`config.mk`:
```
export PLATFORM = sky130hd
export DESIGN_NAME = fifo_rr_sched
export DESIGN_NICKNAME = d
export VERILOG_FILES = /design/src/rtl/fifo_rr_sched_pkg.sv /design/src/rtl/rr_arb2.sv /design/src/rtl/fifo_rr_sched.sv
export SDC_FILE = /design/constraint.sdc
export NUM_CORES = 1
export LEC_CHECK = 0
export BUFFER_PORTS_ARGS = -buffer_cell sky130_fd_sc_hd__buf_2
export CORE_AREA = 5 5 52 54
export CTS_BUF_LIST = sky130_fd_sc_hd__clkbuf_4
export CTS_CLUSTER_SIZE = 20
export DETAILED_ROUTE_END_ITERATION = 6
export DIE_AREA = 0 0 57 59
export GPL_TIMING_DRIVEN = 0
export PLACE_DENSITY = 0.82
export SYNTH_ARGS = -nofsm -noshare
export SYNTH_HDL_FRONTEND = slang
export SYNTH_SLANG_ARGS = --single-unit
export TNS_END_PERCENT = 100
```
`constraint.sdc`:
```
create_clock -name clk -period 1.1 [get_ports clk]
set_input_delay 0.22 -clock clk [delete_from_list [all_inputs] [get_ports clk]]
set_output_delay 0.22 -clock clk [all_outputs]
set_load 0.02 [all_outputs]
```
`src/rtl/fifo_rr_sched_pkg.sv`:
```
// Shared definitions for the lane FIFO scheduler: FSM state encoding and default word width.
package fifo_rr_sched_pkg;

    localparam int unsigned DefWordW = 8;

    typedef enum logic [2:0] {
        StReset  = 3'd0,
        StInit   = 3'd1,
        StIdle   = 3'd2,
        StActive = 3'd3,
        StPause  = 3'd4
    } state_e;

endpackage

```
`src/rtl/rr_arb2.sv`:
```
// Two-requester round-robin arbiter; the lane granted last loses a tie on the next grant.
module rr_arb2 (
    input  logic clk,
    input  logic reset,
    input  logic en,
    input  logic req1,
    input  logic req2,
    output logic gnt1,
    output logic gnt2
);

    // High when lane 2 received the most recent grant.
    logic last2_q;

    assign gnt1 = en && req1 && (last2_q || !req2);
    assign gnt2 = en && req2 && (!last2_q || !req1);

    always_ff @(posedge clk or negedge reset) begin
        if (!reset) begin
            last2_q <= 1'b1;
        end else if (gnt1 || gnt2) begin
            last2_q <= gnt2;
        end
    end

endmodule

```
`src/rtl/fifo_rr_sched.sv`:
```
// Round-robin read scheduler for two lane FIFOs, with init sequencing and downstream pause.
module fifo_rr_sched
    import fifo_rr_sched_pkg::*;
#(
    parameter int unsigned WORD_W      = DefWordW,
    parameter int unsigned INIT_CYCLES = 4
) (
    input  logic              clk,
    input  logic              reset,
    input  logic              req_wr,
    input  logic              almost_full_f1,
    input  logic              almost_full_f2,
    input  logic              empty_f1,
    input  logic              empty_f2,
    input  logic              down_almost_full,
    input  logic [WORD_W-1:0] out1,
    input  logic [WORD_W-1:0] out2,
    output logic              write,
    output logic              read1,
    output logic              read2,
    output logic [WORD_W-1:0] data_out,
    output logic              valid_out,
    output logic [2:0]        state,
    output logic              idle
);

    localparam int unsigned CntW = (INIT_CYCLES > 1) ? $clog2(INIT_CYCLES) : 1;

    state_e            state_q, state_d;
    logic [CntW-1:0]   cnt_q, cnt_d;
    logic              write_q, write_d;
    logic              read1_q, read2_q;
    logic              valid_q, sel2_q;
    logic [WORD_W-1:0] hold_q, data_mux;
    logic              arb_en, gnt1, gnt2;

    assign arb_en = (state_q == StActive) && !down_almost_full;

    rr_arb2 u_arb (
        .clk   (clk),
        .reset (reset),
        .en    (arb_en),
        .req1  (!empty_f1),
        .req2  (!empty_f2),
        .gnt1  (gnt1),
        .gnt2  (gnt2)
    );

    always_comb begin
        state_d = state_q;
        cnt_d   = cnt_q;
        unique case (state_q)
            StReset: state_d = StInit;
            StInit: begin
                if (cnt_q == CntW'(INIT_CYCLES - 1)) begin
                    state_d = StIdle;
                    cnt_d   = '0;
                end else begin
                    cnt_d = cnt_q + CntW'(1);
                end
            end
            StIdle: begin
                if (!empty_f1 || !empty_f2) state_d = StActive;
            end
            StActive: begin
                // A read still on the wire keeps us ACTIVE so its data is collected.
                if (down_almost_full) begin
                    state_d = StPause;
                end else if (empty_f1 && empty_f2 && !read1_q && !read2_q) begin
                    state_d = StIdle;
                end
            end
            StPause: begin
                if (!down_almost_full) state_d = StActive;
            end
            default: state_d = StReset;
        endcase
    end

    assign write_d = req_wr && !almost_full_f1 && !almost_full_f2 &&
                     (state_q inside {StIdle, StActive, StPause});

    always_ff @(posedge clk or negedge reset) begin
        if (!reset) begin
            state_q <= StReset;
            cnt_q   <= '0;
            write_q <= 1'b0;
            read1_q <= 1'b0;
            read2_q <= 1'b0;
            valid_q <= 1'b0;
            sel2_q  <= 1'b0;
            hold_q  <= '0;
        end else begin
            state_q <= state_d;
            cnt_q   <= cnt_d;
            write_q <= write_d;
            read1_q <= gnt1;
            read2_q <= gnt2;
            valid_q <= read1_q || read2_q;
            sel2_q  <= read2_q;
            if (valid_q) hold_q <= data_mux;
        end
    end

    // Lane data is valid the cycle after its read pulse, so select it live and hold afterwards.
    assign data_mux  = sel2_q ? out2 : out1;
    assign data_out  = valid_q ? data_mux : hold_q;
    assign valid_out = valid_q;
    assign write     = write_q;
    assign read1     = read1_q;
    assign read2     = read2_q;
    assign state     = state_q;
    assign idle      = (state_q == StIdle);

endmodule

```
---- Word-level counts from Yosys, hierarchy flattened ----
Index checks and enable logic that the tools add are counted.
W data, S select, Z words.
operators by class
  reduce and logical (&&, ||, !) cells .... 27
  eq/ne operators ......................... 9
  add/sub/neg operators ................... 1
  mux-type cells .......................... 9
operators by type and width
  kind                   number
  $mux W8                2
  $mux W3                5
  $pmux W3 S5            1
  $logic_and A1 B1 Y1    11
  $logic_not A1 Y1       8
  $eq A3 B2 Y1 const B   2
  $logic_or A1 B1 Y1     5
  $ne A2 B2 Y1 const B   2
  $reduce_and A4 Y1      1
  $eq A3 B1 Y1 const B   1
  $eq A3 B3 Y1 const B   1
  $logic_not A3 Y1       1
  $ne A3 B2 Y1 const B   1
  $reduce_bool A3 Y1     1
  $add A2 B1 Y2 const B  1
  $eq A2 B2 Y1 const B   1
  $mux W2                1
  $ne A2 B1 Y1 const B   1
storage, ports and cells
  output and inout port bits .............. 16
  register bits after elaboration ......... 19

---- Depth between registers and ports, before layout ----
  word-level depth ........................ 6
  depth in mapped cells ................... 4
  gate-level depth less buffers ........... 3

---- Hierarchy ----
Synthesis repeated with hierarchy kept, for this count alone.
unflattened totals
  cells, all modules ...................... 84
  area total of the unflattened synthesis .. 900.9 µm²
modules (own cells, without submodules)
  module         instances  area an instance (µm²)  cells an instance
  fifo_rr_sched  1          838.3                   76
  rr_arb2        1          62.6                    8

---- Worst setup path after synthesis ----
OpenSTA, ideal clock, no wires.
  kind .................................... register -> output
  start point ............................. register valid_q, in the netlist valid_out
  end point ............................... output data_out[4]
  data arrival time ....................... 1,300 ps
  stages on the path, launching flop included .. 5
  data required time ...................... 880 ps
  path slack .............................. -420 ps
  cells stage by stage .................... dfrtp_1 > clkbuf_1 > buf_2 > nor2_1 > a21oi_1
between the ends
  cells in the longest elaborated chain, start to end .. 1
ends and longest elaborated chain
  what                    line                 RTL
  from (decl)             fifo_rr_sched.sv:33  logic valid_q, sel2_q;
  from (signal assigned)  fifo_rr_sched.sv:99  valid_q <= read1_q || read2_q;
  $mux W8                 --
  to (decl)               fifo_rr_sched.sv:21  output logic [WORD_W-1:0] data_out,
No other way between the ends.

---- Worst setup path after layout ----
  start point ............................. register valid_q, in the netlist valid_out
  end point ............................... output data_out[7]
Same word-level chain as after synthesis.

==> results.cfg <==
[worst_setup_path]
critPathCaptureType = output port
worstPathCellList = buf_8 -> clkbuf_16 -> a21oi_4 -> buf_6
critPathKind = flop to output port
cp_num_buf_inv = 3
cp_data_required_time_ns = 0.88
max_stage_delay_ns = 0.45
crit_path_max_fanout = 8
startpoint_type = flop
path_delay_family = buffers and inverters
slowest_stage = dfrtp_2
cp.arrival_ns = 1.39

[sta]
drv_slew = 0
finalCritPeriodShare_pct = 146
setup_tns_ns = -5.60
skew_ns = 0.00422
fmax_mhz = 622
period_minus_slack_ns = 1.61
setup_slack_ns = -0.508
worst_pin_slew_ns = 0.407
setup_viol = 27
fin_hold_ws_ns = 0.0645
hold_viol = 0
slew_headroom_pct = 72.9
rsz0062_at_grt = true

[status]
status = finished with violations
violations = setup timing

[drt]
firstDrtPassIters = 4
ant_nets = 0
vias_per_cell = 5.12
num_vias = 866
wl_um = 2740
wl_per_cell_um = 16.2
drt_iter0_markers = 12
drc = 0

[hold_path]
hp-class = input port to flop

[finish]
final_layout_size_suffix_gt1_share_pct = 73.8
final_cells = 169
num_antenna_cells = 0
area_delta_synth_final_pct = 105
finalNetCount = 167

[floorplanning]
die_w_um = 57
initial_core_util_pct = 39.3
core-area_mm2 = 0.00217
ios = 40
die_area_mm2 = 0.00336
rows = 17
die_h_um = 59

[placement]
io_buffers = 39
dp.cells = 144
gp_congestion = 0.773
place_ws_ns = -0.287
hpwl_um = 1490

[grt]
grt_pass1_vias = 858
gr-total-overflow = 0
antenna_found_initial = 0
grt_pass1_wl_um = 3950
grt_max_degree = 20
grt_use_total_pct = 15.0

[yosys]
syn_nets = 102
synth_cell_types = 25
netlist_area_um2 = 852
synth_seq_area_share_pct = 55.9
synth_seq_cells = 19
yosys.area.top_type_share_pct = 52.9
synthCells = 77
yosysWarnings = 0
synth_top_area_cell = dfrtp_1
syn_area_per_cell_um2 = 11.1
synth.area.top_cells = dfrtp_1, mux2i_1, a21oi_1, nor2_1, dfstp_2

[clock_network]
cts_made_buffers = 3
numClockSinks = 19
h-tree-depth = 1
max-clock-path-buffers = 2
cts_tree = built
cts_root_buf = clkbuf_4
path_clk_slew_ns = 0.10
insertion_delay_ns = 0.30

[flow_run]
maxCapViolCount = 0

[pwr]
power.leakage_nw = 0.744
ir_worst_vdd_mv = 1.73
power.density_mw_per_mm2 = 2510
total_power_mw = 4.38
[cell type report]
type	count	area [µm²]
clock inverters	1	5.00
multi-input cells	54	636
well taps	28	35.0
inverters	1	3.75
fillers	132	424
repair buffers	60	507
flip-flops and latches	19	482
clock buffers	3	22.5
plain buffers	3	55.1
[cells in the mapped netlist]
| library cell | count |
|---|---|
| a21oi_1 | 9 |
| a31oi_1 | 1 |
| buf_2 | 2 |
| clkbuf_1 | 1 |
| dfrtp_1 | 18 |
| dfstp_2 | 1 |
| ha_1 | 1 |
| inv_2 | 1 |
| mux2_1 | 1 |
| mux2i_1 | 9 |
| nand2_1 | 1 |
| nand2b_1 | 1 |
| nand4bb_1 | 1 |
| nor2_1 | 12 |
| nor2b_1 | 4 |
| nor3_1 | 3 |
| nor3b_1 | 2 |
| nor3b_2 | 1 |
| nor4b_2 | 1 |
| o21ai_0 | 2 |
| o21ai_1 | 1 |
| o221ai_1 | 1 |
| o22ai_1 | 1 |
| o31ai_1 | 1 |
| or2_2 | 1 |
[layer usage]
metal	share of wire [%]	global-route usage, %	vias to the layer above
met1	37	17.4	426
met3	6.4	3.27	6
li1	-	-	400
met5	0	0	-
met4	1.7	2.98	0
met2	55	28.4	34
[state kept, by name, summed over array words and instances (netlist names)]
name           cells
u_arb.last2_q      1
write              1
read2              1
valid_out          1
state              3
cnt_q              2
read1              1
hold_q             8
sel2_q             1
[what timing repair did]
item / 4_1_cts / 5_1_grt
hold buffers: 1 / 0
endpoints found under the setup margin: 27 / 30
setup buffers: 15 / 7
resized for setup: 59 / 14
hold endpoints to repair: 18 / 0
cloned: 0 / 1
pin swaps: 12 / 7
[placed cells by master (no fill, tap or decap), drive strengths merged]
master	n
a21oi	9
a31oi	1
buf	61
clkbuf	4
clkinv	1
dfrtp	18
dfstp	1
dlygate4sd3	1
ha	1
inv	1
mux2	1
mux2i	9
nand2	1
nand2b	1
nand4bb	1
nor2	12
nor2b	4
nor3	3
nor3b	3
nor4b	1
o21ai	3
o221ai	1
o22ai	1
o31ai	1
or2	1
[power by group]
group          leakage (nW)  internal [mW]  switching (mW)
combinational         0.506           1.59            1.29
sequential            0.220          0.975           0.185
clock                0.0177          0.136           0.210
[cells by family (layout without fill, tap and decap cells)]
family | Yosys count | count (layout) | synth area share, %
AND/OR/NAND/NOR | 27 | 27 | 18.2
flip-flops | 19 | 19 | 55.9
multiplexers | 10 | 10 | 11.9
AO/OA/AOI/OAI | 16 | 16 | 10.4
adder cells (fa/ha/maj) | 1 | 1 | 1.47
buffers and inverters | 4 | 68 | 2.06
[stage by stage]
stage | util (%) | instance area [µm²]
after CTS | 75.6 | 1640
after detailed placement | 56.3 | 1220
after global routing | 80.4 | 1750
after floorplan | - | 992
final | 80.4 | 1750
after global placement | 56.3 | 1220
[final timing paths]
kind                       depth (start not counted)      startpoint             to  slack [ns]
hold reg to reg                                    1        cnt_q[0]       cnt_q[0]        0.49
setup / recovery                                   4       valid_out    data_out[7]       -0.51
min in group asynchronous                          2           reset       state[1]        0.37
setup reg to reg                                   6       valid_out      hold_q[5]       -0.16
hold / removal                                     2  almost_full_f1          write        0.06
max in group asynchronous                          2           reset  u_arb.last2_q        0.41
Power figures use the tool's default switching activity.
